==> config.mk <==
export PLATFORM = sky130hd
export DESIGN_NAME = maxpool2_frame_ctrl
export DESIGN_NICKNAME = d
export VERILOG_FILES = /design/src/rtl/maxpool2_ctrl_pkg.sv /design/src/rtl/raster_addr_counter.sv /design/src/rtl/maxpool2_frame_ctrl.sv
export SDC_FILE = /design/constraint.sdc
export NUM_CORES = 1
export LEC_CHECK = 0
export CAP_MARGIN = 20
export CORE_UTILIZATION = 48
export CTS_CLUSTER_SIZE = 12
export DETAILED_ROUTE_END_ITERATION = 16
export PLACE_DENSITY = 0.76
export SETUP_SLACK_MARGIN = 0.2
export SYNTH_ARGS = -nofsm -noshare
export SYNTH_HDL_FRONTEND = slang
export SYNTH_HIERARCHICAL = 1
export SYNTH_SLANG_ARGS = --single-unit
==> constraint.sdc <==
create_clock -name clk -period 2.44 [get_ports clk]
set_input_delay 0.732 -clock clk [delete_from_list [all_inputs] [get_ports clk]]
set_output_delay 0.732 -clock clk [all_outputs]
set_load 0.1 [all_outputs]
==> src/rtl/maxpool2_ctrl_pkg.sv <==
// Shared types, default geometry and size helpers for the layer-2 max-pool
// frame sequencer.
package maxpool2_ctrl_pkg;

  localparam int DEF_WIDTH      = 11;
  localparam int DEF_HEIGHT     = 11;
  localparam int DEF_ADDR_W     = 7;
  localparam int DEF_OUT_ADDR_W = 5;
  localparam int DEF_CLR_CYCLES = 2;

  typedef enum logic [2:0] {
    S_IDLE,
    S_CLEAR,
    S_STREAM,
    S_DRAIN,
    S_DONE
  } state_t;

  function automatic int pix_total(input int w, input int h);
    return w * h;
  endfunction

  // A 2x2 pool drops a trailing odd row/column, hence the integer division.
  function automatic int out_total(input int w, input int h);
    return (w / 2) * (h / 2);
  endfunction

endpackage

==> src/rtl/raster_addr_counter.sv <==
// Load/enable modulo-N up-counter with a terminal-count flag (count == N-1).
module raster_addr_counter #(
  parameter int W = 7,
  parameter int N = 121
) (
  input  logic         clk,
  input  logic         rst_n,
  input  logic         load,
  input  logic         en,
  output logic [W-1:0] count,
  output logic         tc
);

  assign tc = (count == W'(N - 1));

  // Load clears to zero and overrides enable; enable wraps at the terminal count.
  always_ff @(posedge clk or negedge rst_n) begin
    if (!rst_n) begin
      count <= '0;
    end else if (load) begin
      count <= '0;
    end else if (en) begin
      count <= tc ? '0 : count + 1'b1;
    end
  end

endmodule

==> src/rtl/maxpool2_frame_ctrl.sv <==
// Frame sequencer for the second max-pooling stage: clears the datapath, streams
// one raster frame, collects pooled writes. Define MAXPOOL2_WATCHDOG_EN for the DRAIN watchdog.
module maxpool2_frame_ctrl
  import maxpool2_ctrl_pkg::*;
#(
  parameter int WIDTH      = DEF_WIDTH,
  parameter int HEIGHT     = DEF_HEIGHT,
  parameter int ADDR_W     = DEF_ADDR_W,
  parameter int OUT_ADDR_W = DEF_OUT_ADDR_W,
  parameter int CLR_CYCLES = DEF_CLR_CYCLES
`ifdef MAXPOOL2_WATCHDOG_EN
  ,
  parameter int DRAIN_MAX  = 64
`endif
) (
  input  logic                  clk,
  input  logic                  rst_n,
  input  logic                  start,
  input  logic                  abort,
  output logic                  rd_en,
  output logic [ADDR_W-1:0]     rd_addr,
  output logic                  dp_rst_n,
  input  logic                  dp_valid,
  input  logic [15:0]           dp_data,
  output logic                  wr_en,
  output logic [OUT_ADDR_W-1:0] wr_addr,
  output logic [15:0]           wr_data,
  output logic                  busy,
  output logic                  done,
  output logic                  err
);

  localparam int PIX_N = pix_total(WIDTH, HEIGHT);
  localparam int OUT_N = out_total(WIDTH, HEIGHT);
  localparam int CLR_W = (CLR_CYCLES > 1) ? $clog2(CLR_CYCLES) : 1;
  localparam logic [CLR_W-1:0] CLR_LAST = CLR_W'(CLR_CYCLES - 1);

  state_t              state;
  logic [CLR_W-1:0]    clr_cnt;
  logic [OUT_ADDR_W:0] out_count;
  logic                rd_tc;
  logic                out_full;
  logic                cnt_clear;
  logic                accept;

`ifdef MAXPOOL2_WATCHDOG_EN
  localparam int DRAIN_W = (DRAIN_MAX > 1) ? $clog2(DRAIN_MAX) : 1;
  localparam logic [DRAIN_W-1:0] DRAIN_LAST = DRAIN_W'(DRAIN_MAX - 1);
  logic [DRAIN_W-1:0] drain_cnt;
  logic               err_q;
  assign err = err_q;
`else
  assign err = 1'b0;
`endif

  // Counters sit at zero whenever idle, and an abort zeroes them on the same edge.
  assign cnt_clear = (state == S_IDLE) || abort;
  assign accept    = ((state == S_STREAM) || (state == S_DRAIN)) && dp_valid
                     && !out_full && !abort;

  raster_addr_counter #(.W(ADDR_W), .N(PIX_N)) u_rd_cnt (
    .clk   (clk),
    .rst_n (rst_n),
    .load  (cnt_clear),
    .en    (state == S_STREAM),
    .count (rd_addr),
    .tc    (rd_tc)
  );

  // One extra count value so a full frame reads as OUT_N and never wraps.
  raster_addr_counter #(.W(OUT_ADDR_W + 1), .N(OUT_N + 1)) u_out_cnt (
    .clk   (clk),
    .rst_n (rst_n),
    .load  (cnt_clear),
    .en    (accept),
    .count (out_count),
    .tc    (out_full)
  );

  always_ff @(posedge clk or negedge rst_n) begin
    if (!rst_n) begin
      wr_en   <= 1'b0;
      wr_addr <= '0;
      wr_data <= '0;
    end else begin
      wr_en <= accept;
      if (accept) begin
        wr_addr <= OUT_ADDR_W'(out_count);
        wr_data <= dp_data;
      end
    end
  end

  always_ff @(posedge clk or negedge rst_n) begin
    if (!rst_n) begin
      state    <= S_IDLE;
      clr_cnt  <= '0;
      rd_en    <= 1'b0;
      dp_rst_n <= 1'b0;
      busy     <= 1'b0;
      done     <= 1'b0;
`ifdef MAXPOOL2_WATCHDOG_EN
      drain_cnt <= '0;
      err_q     <= 1'b0;
`endif
    end else if (abort && (state != S_IDLE)) begin
      state    <= S_IDLE;
      rd_en    <= 1'b0;
      dp_rst_n <= 1'b0;
      busy     <= 1'b0;
      done     <= 1'b0;
    end else begin
      done <= 1'b0;
      case (state)
        S_IDLE: begin
          if (start && !abort) begin
            state   <= S_CLEAR;
            busy    <= 1'b1;
            clr_cnt <= '0;
`ifdef MAXPOOL2_WATCHDOG_EN
            err_q   <= 1'b0;
`endif
          end
        end
        S_CLEAR: begin
          if (clr_cnt == CLR_LAST) begin
            state    <= S_STREAM;
            rd_en    <= 1'b1;
            dp_rst_n <= 1'b1;
          end else begin
            clr_cnt <= clr_cnt + 1'b1;
          end
        end
        S_STREAM: begin
          if (rd_tc) begin
            state <= S_DRAIN;
            rd_en <= 1'b0;
`ifdef MAXPOOL2_WATCHDOG_EN
            drain_cnt <= '0;
`endif
          end
        end
        S_DRAIN: begin
          if (out_full) begin
            state    <= S_DONE;
            done     <= 1'b1;
            dp_rst_n <= 1'b0;
          end
`ifdef MAXPOOL2_WATCHDOG_EN
          else if (drain_cnt == DRAIN_LAST) begin
            state    <= S_DONE;
            done     <= 1'b1;
            dp_rst_n <= 1'b0;
            err_q    <= 1'b1;
          end else begin
            drain_cnt <= drain_cnt + 1'b1;
          end
`endif
        end
        S_DONE: begin
          state <= S_IDLE;
          busy  <= 1'b0;
        end
        default: begin
          state    <= S_IDLE;
          rd_en    <= 1'b0;
          dp_rst_n <= 1'b0;
          busy     <= 1'b0;
        end
      endcase
    end
  end

endmodule

Yosys cells after proc, flatten, opt, wreduce, memory -nomap -nowiden --
Index checks and enable logic that the tools add are counted.
Storage, ports and cells: bits in registers 43, output and inout bits 34, latch bits 0, bits in writable memories 0, memory bits (read-only) 0, memories kept 0
Cells by class: shifts and indexed selects 0, order comparisons 0, div/mod/pow operators 0, equality and inequality tests 14, bitwise logic cells 1, reductions and logical operators 22, mux-type cells 28, multiply operators 0, add/subtract/negate cells 3
Operators with widths (number):
- 7-bit 2-to-1 mux | 3
- 6-bit 2-to-1 mux | 3
- 3-bit 2-to-1 mux | 5
- 1-bit 2-to-1 mux | 12
- 3-bit case mux with 4 select lines | 1
- 3-bit AND reduction | 3
- 3-bit OR reduction | 3
- 2-bit by 1-bit != test with 1-bit output (second input constant) | 4
- 7-bit by 1-bit adder with 7-bit output (second input constant) | 1
- 7-bit == test (second input constant) | 1
- 6-bit by 1-bit adder with 6-bit output (second input constant) | 1
- 3-bit by 2-bit == test with 1-bit output (second input constant) | 2
- 6-bit by 5-bit == test with 1-bit output (second input constant) | 1
- 3-bit != test (second input constant) | 2
- 1-bit case mux with 3 select lines | 2
- 2-bit nonzero test | 3
- 1-bit logical AND | 5
- 1-bit case mux with 2 select lines | 2
- 4-bit AND reduction | 1
- 3-bit by 1-bit == test with 1-bit output (second input constant) | 1
- 3-bit == test (second input constant) | 1
- 3-bit logical NOT | 1
- 3-bit by 1-bit != test with 1-bit output (second input constant) | 1
- 3-bit by 2-bit != test with 1-bit output (second input constant) | 1
- 6 further kinds | 8

Depth between registers and ports, before layout --
Gate-level depths: netlist of the first run.
depth after elaboration 7, gate-level depth with buffers 11, mapped depth without buffers 8

Modules after synthesis --
The synthesis of the first run kept the hierarchy.
Modules (own cells, without submodules):
- maxpool2_frame_ctrl | instances 1, area each 1312.5 um^2, cells an instance 94, seq. area each 750.7 um^2
- raster_addr_counter (u_rd_cnt) | instances 1, area each 434.2 um^2, cells an instance 45, seq. area each 175.2 um^2
- raster_addr_counter (u_out_cnt) | instances 1, area each 371.6 um^2, cells an instance 39, seq. area each 150.1 um^2

Worst setup path before layout of the first run --
Ideal clock, no wire load.
path kind input to register, from in abort, to reg u_out_cnt.count[5], path slack 0.193 ns, data arrival time 2.170 ns, stages on the path 8, cells stage by stage nor2_2 and4b_1 buf_6 buf_6 buf_6 nand4_2 or4b_1 a21oi_1
On the way: word-level cells in the longest chain between the ends 3, elaborated cells on any way between the ends 5, those cells by class mux (1); reduce/logical (4)
Ends and longest elaborated chain:
- start: declaration | RTL line maxpool2_frame_ctrl.sv:19 | input logic abort,
- 1-bit logical NOT | RTL line maxpool2_frame_ctrl.sv:59 | && !out_full && !abort;
- 1-bit logical AND | RTL line maxpool2_frame_ctrl.sv:59
- net accept | RTL line maxpool2_frame_ctrl.sv:44 | logic accept;
- 2-bit nonzero test (no source line)
- end signal: assignment | RTL line raster_addr_counter.sv:23 | count <= tc ? '0 : count + 1'b1;
- end: declaration | RTL line raster_addr_counter.sv:10 | output logic [W-1:0] count,
The timed path passes the listed nets, and every way through them passes these cells. A chain may end at the register's enable or synchronous reset.

Worst setup path in the final report of the first run --
from reg u_out_cnt.count[1], to reg u_out_cnt.count[5]
On the way: word-level cells in the longest chain between the ends 5, elaborated cells on any way between the ends 9, those cells by class add/sub (1); eq/ne (1); mux (3); reduce/logical (4)
Ends and longest elaborated chain:
- 6-bit by 5-bit == test with 1-bit output (*) | RTL line raster_addr_counter.sv:14 | assign tc = (count == W'(N - 1));
- net out_full | RTL line maxpool2_frame_ctrl.sv:42 | logic out_full;
- 1-bit logical NOT | RTL line maxpool2_frame_ctrl.sv:59
- 1-bit logical AND (2 in a row) | RTL line maxpool2_frame_ctrl.sv:59
- 2-bit nonzero test (no source line)
The timed path passes the listed nets; every way through them passes the cells marked *. The select of a mux whose other input is x is not followed.

==> reports/summary.txt, run 1 <==
Worst-path clk slew = 0.08 ns
Power, Total = 3.43 mW
FF-to-FF path depth = 8
final core occ = 67.1%
fillers = 300
Top FF cell, synth = dfrtp_1
gr ovfl total = 0
Post-synth ARST share = 100%
delay-heaviest family, CP = simple AND/OR/NAND/NOR gates
DR pass1 iterations = 5
Post-synth EDFFs = 0
Post-Syn Nets = 203
Skew-Pair Late Insertion Delay = 0.29 ns
sequential area share after synthesis = 50.8%
Max Cap Viol = 0
capturing point of the worst reg2reg path = u_out_cnt/count[5]
final non-filler cell area = 2760 µm²
CP Data Required Time = 2.66 ns
FP Rows = 23
Static Leak = 1.24 nW
Final min period = 2.00 ns
CP max stage delay = 0.47 ns
fmax = 499 MHz
period utilization = 82.1%
relative slew slack = 62.3%
Worst setup EP type = register
Inserted Clock Buffers = 5
first-pass GRT wire length = 6690 µm
crit path max-delay cell type = or4b_1
Post-CTS Repair Setup Buffers = 0
Setup-failing EPs final = 0
FF+latch count, synth = 43
via count = 1,614
Final Skew = 0.00400 ns
Final nets = 263
HPWL after DPL = 3150 µm
share of layout cells above drive strength 1 = 34.3%
RSZ-0062 raised after global routing = false
Worst Path Buf+Inv = 1
CTS tree = built
r2r setup slk = 0.44 ns
average routed wire per standard cell = 15.2 µm
GPL Wtd Cong = 0.792
status = completed
io pins = 55
Tightest Hold Check Type = in -> async
CTS root buffer = clkbuf_8
Die ar. = 4680 µm²
placed cell areas = 2620 µm²
Arr. time, crit path = 2.23 ns
core area = 4120 µm²
worst-path fanout max = 5
Synth Instances = 178
cell area after synthesis = 2120 µm²
clock buffer depth = 2
worst r2r src = u_out_cnt/count[1]
Die Width = 68.4 µm
PD cells = 1240 nW/µm²
DRT Wirelength = 4400 µm
Final Hold Vio Count = 0
CP Launch Type = register
Max IR drop VDD = 0.000843 V
initial antenna violation count = 0
Port Buffers = 53
max-slew violations = 0
# DRC = 0
post-route setup TNS = 0 ns
Area growth, synth to finish = 30.4%
number of global-route vias before repair = 1,464
worst path cell trace = inv_1 > ha_1 > nand2b_1 > nor3_2 > and4b_2 > nand4_2 > or4b_1 > a21oi_1
largest net degree at the start of global routing = 27
warning count from the yosys run = 6
Antenna Cells = 0
vias per cell = 5.58
Die Ht = 68.4 µm
Iter 0 DRT Violations = 68
# H-tree levels = 2
CP Class = reg -> reg
library cells used by synthesis = 47
CTS sink cnt = 43
initial core utilization = 51.5%
worst-margin pin slew = 0.566 ns
All-Layer GR Usage = 20.1%
syn_area_per_cell = 11.9 µm²
Post-DRT Antenna Nets = 0
[cells in the mapped netlist, types with 2 or more instances]
master    instances  area (µm²)
mux2_4           19         285
a21oi_1           7        35.0
buf_4             2        15.0
nor2b_1           4        25.0
o211ai_1          4        30.0
nor3_1            2        10.0
nand2b_1          4        25.0
o21ai_0           8        40.0
a211oi_1          3        22.5
o22ai_1           2        12.5
nor2_1            7        26.3
or3_1             2        12.5
nand3b_1          2        15.0
buf_6             4        45.0
nor3b_1           2        15.0
dfrtp_1          43        1080
mux2_2            3        33.8
inv_1             5        18.8
ha_1              4        50.1
a31oi_1           3        18.8
o221ai_1          2        17.5
nand3_1           3        15.0
nand2_1          17        63.8
clkbuf_1          3        11.3
[sequential cells by signal, indices dropped and copies added, names as in the netlist]
| name | flops |
|---|---|
| done | 1 |
| dp_rst_n | 1 |
| rd_en | 1 |
| clr_cnt | 1 |
| u_out_cnt/count | 6 |
| busy | 1 |
| state | 3 |
| wr_en | 1 |
| u_rd_cnt/count | 7 |
| wr_addr | 5 |
| wr_data | 16 |
[repair_timing]
| action | CTS | global route |
|---|---|---|
| gates resized for setup | 0 | 3 |
| hold buffers | 0 | 0 |
| endpoints found under the setup margin | 0 | 4 |
[cell type report]
class	count	area (µm²)	area share, %
Sequential cell	43	1080	38.9
Multi-Input combinational cell	119	945	34.2
Timing Repair Buffer	63	524	19.0
Clock buffer	6	72.6	2.63
Tap cell	50	62.6	2.26
Clock inverter	2	60.1	2.17
Inverter	6	22.5	0.815
[layout by cell type, fill, tap and decap left out, types with 3 or more instances in the layout]
cell / netlist / routed
dfrtp_1: 43 / 43
buf_4: 2 / 42
mux2_4: 19 / 19
clkdlybuf4s50_1: 0 / 18
nand2_1: 17 / 17
o21ai_0: 8 / 8
nor2_1: 7 / 7
a21oi_1: 7 / 7
inv_1: 5 / 5
clkbuf_8: 0 / 5
nand2b_1: 4 / 4
nor2b_1: 4 / 4
ha_1: 4 / 4
o211ai_1: 4 / 4
a211oi_1: 3 / 3
nand3_1: 3 / 3
mux2_2: 3 / 3
a31oi_1: 3 / 3
[metal layers]
layer	track usage [%]	part of all wire (%)	vias up
met2	33.0	45	71
met4	8.85	1.7	0
met1	23.8	44	774
met3	6.83	9.0	8
met5	0	0	-
li1	-	-	761
[worst max path at each step]
stage	cells past startpoint	from	to	slack (ns)
floorplan	8	abort	u_out_cnt/count[5]	0.21
global placement	5	abort	wr_data[5]	-0.03
detailed placement	5	abort	wr_data[15]	-0.07
CTS	5	abort	wr_data[15]	0.25
global route	8	u_out_cnt/count[1]	u_out_cnt/count[5]	0.34
finish	8	u_out_cnt/count[1]	u_out_cnt/count[5]	0.44
[power breakdown]
group	switching [mW]	leakage, nW	internal (mW)
Combinational	1.36	0.610	0.439
Clock	0.236	0.0654	0.409
Sequential	0.109	0.568	0.876
[stage by stage]
stage,setup WS [ns],hold WS [ns],std cells
5_1_grt,0.340,0.449,289
6_report,0.437,0.422,289
4_1_cts,0.252,0.439,289
2_1_floorplan,0.208,0.436,178
3_5_place_dp,-0.0653,0.495,281
3_3_place_gp,-0.0251,0.495,281
[cells by family after synthesis]
kind of cell / Yosys count / synth area share (%)
and+or+nand+nor: 55 / 15.1
muxes: 22 / 15.1
AOI/OAI and AO/OA: 36 / 11.5
adders and majority gates: 4 / 2.36
other: 1 / 0.177
buffers and inverters: 16 / 4.67
DFF: 43 / 50.8
xor gates and xnor gates: 1 / 0.414
Note: power is estimated with default switching activity, not from simulation.
==> run 2: changes to the inputs <==
Clock period 2.44 ns to 2.1 ns, I/O delays scaled along.
==> reports/summary.txt, run 2 (synthesis results as in run 1) <==
CTS sink cnt = 43 (unchanged)
fillers = 228 (-24%)
# H-tree levels = 2 (unchanged)
Worst-path clk slew = 0.08 ns (about the same)
Port Buffers = 53 (unchanged)
CP Class = in -> reg
r2r setup slk = 0.24 ns (-0.20 ns)
Die Ht = 68.4 µm (unchanged)
Inserted Clock Buffers = 5 (unchanged)
DRT Wirelength = 5210 µm (+18%)
worst-path fanout max = 3 (-2)
capturing point of the worst reg2reg path = u_out_cnt/count[5]
Reg with most FFs = wr_data
CTS tree = built
biggest regs = wr_data: 16 flops, u_rd_cnt/count: 7 flops, u_out_cnt/count: 6 flops
share of layout cells above drive strength 1 = 42.1% (+7.8 points)
Worst setup EP type = register
initial core utilization = 51.5% (unchanged)
max-slew violations = 0 (unchanged)
DR pass1 iterations = 4 (-1)
period utilization = 90.3%
hold_ws = 0.182 ns (-0.240 ns)
via count = 1,667 (+3.3%)
FP Rows = 23 (unchanged)
Final nets = 271 (+3.0%)
initial antenna violation count = 0 (unchanged)
HPWL after DPL = 3880 µm (+23%)
clock buffer depth = 2 (unchanged)
CTS root buffer = clkbuf_8
CP Data Required Time = 2.33 ns (-0.33 ns)
gr ovfl total = 0 (unchanged)
Max Cap Viol = 0 (unchanged)
max reg flops = 16 (unchanged)
Final Hold Vio Count = 0 (unchanged)
leading cell types in the layout, fill and taps excluded = dfrtp_1 (37), buf_12 (33), mux2_4 (19)
Area growth, synth to finish = 55.1%
Max IR drop VDD = 0.000785 V (-6.8%)
largest net degree at the start of global routing = 19 (-30%)
# DRC = 0 (unchanged)
core area = 4120 µm² (unchanged)
post-route setup TNS = 0 ns (unchanged)
Arr. time, crit path = 2.13 ns (-0.10 ns)
All-Layer GR Usage = 24.8% (+4.6 points)
CP Launch Type = input pin
status = completed
Static Leak = 1.39 nW (+12%)
PD cells = 1400 nW/µm² (+13%)
Die Width = 68.4 µm (unchanged)
Setup-failing EPs final = 0 (unchanged)
cell total after placement = 288 (+2.5%)
io pins = 55 (unchanged)
commonest non-fill, non-tap cell in the layout = dfrtp_1
Iter 0 DRT Violations = 64 (-5.9%)
Die ar. = 4680 µm² (unchanged)
post-route insts no fill = 297 (+2.8%)
FF-to-FF path depth = 7 (-1)
RSZ-0062 raised after global routing = true
Tightest Hold Check Type = in -> async
average routed wire per standard cell = 17.5 µm (+15%)
Final min period = 1.90 ns
Final Skew = 0.00699 ns (+0.00299 ns)
first-pass GRT wire length = 8280 µm (+24%)
number of global-route vias before repair = 1,695 (+16%)
worst r2r src = u_out_cnt/count[0]
Post-DRT Antenna Nets = 0 (unchanged)
GPL Wtd Cong = 0.827 (+4.3%)
Hold Buf Count CTS = 0 (unchanged)
Power, Total = 4.59 mW (+34%)
fmax = 528 MHz
Skew-Pair Late Insertion Delay = 0.30 ns (about the same)
vias per cell = 5.61 (+0.50%)
Antenna Cells = 0 (unchanged)
[run 2: per-stage QoR]
step / cell area (µm²) / worst slack (ns) / utilization [%]
2_1_floorplan: 2140 / -0.0622 / -
3_3_place_gp: 3110 / -0.213 / 75.6
3_5_place_dp: 3110 / -0.265 / 75.6
4_1_cts: 3240 / 0.206 / 78.8
5_1_grt: 3280 / 0.163 / 79.8
6_report: 3280 / 0.205 / 79.8
[run 2: layer usage]
metal,global-route usage [%],routed length (µm),up-vias
li1,-,-,780
met4,7.03,38,0
met1,29.8,2140,824
met2,43.3,2680,60
met5,0,0,-
met3,6.67,352,3
[run 2: repair_timing]
action,in CTS,in global routing
endpoints found under the setup margin,27,17
buffers inserted,0,1
pin swaps,0,1
gates resized for setup,2,12
[run 2: report_power, final]
group	internal, mW	leakage [nW]	switching, mW	total, mW
Combinational	0.973	0.767	1.59	2.57
Clock	0.476	0.0654	0.294	0.769
Sequential	1.02	0.558	0.235	1.26
[run 2: how the worst max path moves through the flow]
| stage | endpoint | start | cells after the start |
|---|---|---|---|
| finish | u_out_cnt/count[5] | dp_valid | 5 |
| global route | u_out_cnt/count[5] | u_out_cnt/count[1] | 8 |
| CTS | u_out_cnt/count[3] | u_out_cnt/count[1] | 9 |
| detailed placement | u_out_cnt/count[5] | abort | 6 |
| global placement | u_out_cnt/count[5] | abort | 6 |
| floorplan | u_out_cnt/count[5] | u_out_cnt/count[0] | 10 |
[run 2: cell type report]
type	count	area, µm²	area share [%]
well taps	50	62.6	1.90
multi-input cells	119	993	30.2
inverters	6	22.5	0.686
clock buffers	6	72.6	2.21
repair buffers	71	990	30.1
flip-flops and latches	43	1080	33.0
clock inverters	2	60.1	1.83
[run 2: worst max-delay path, stage by stage]
cell and delay (ns):
clkdlybuf4s50_1 0.47, and4b_2 0.28, nand4_4 0.12, or4b_4 0.49
a21oi_2 0.14
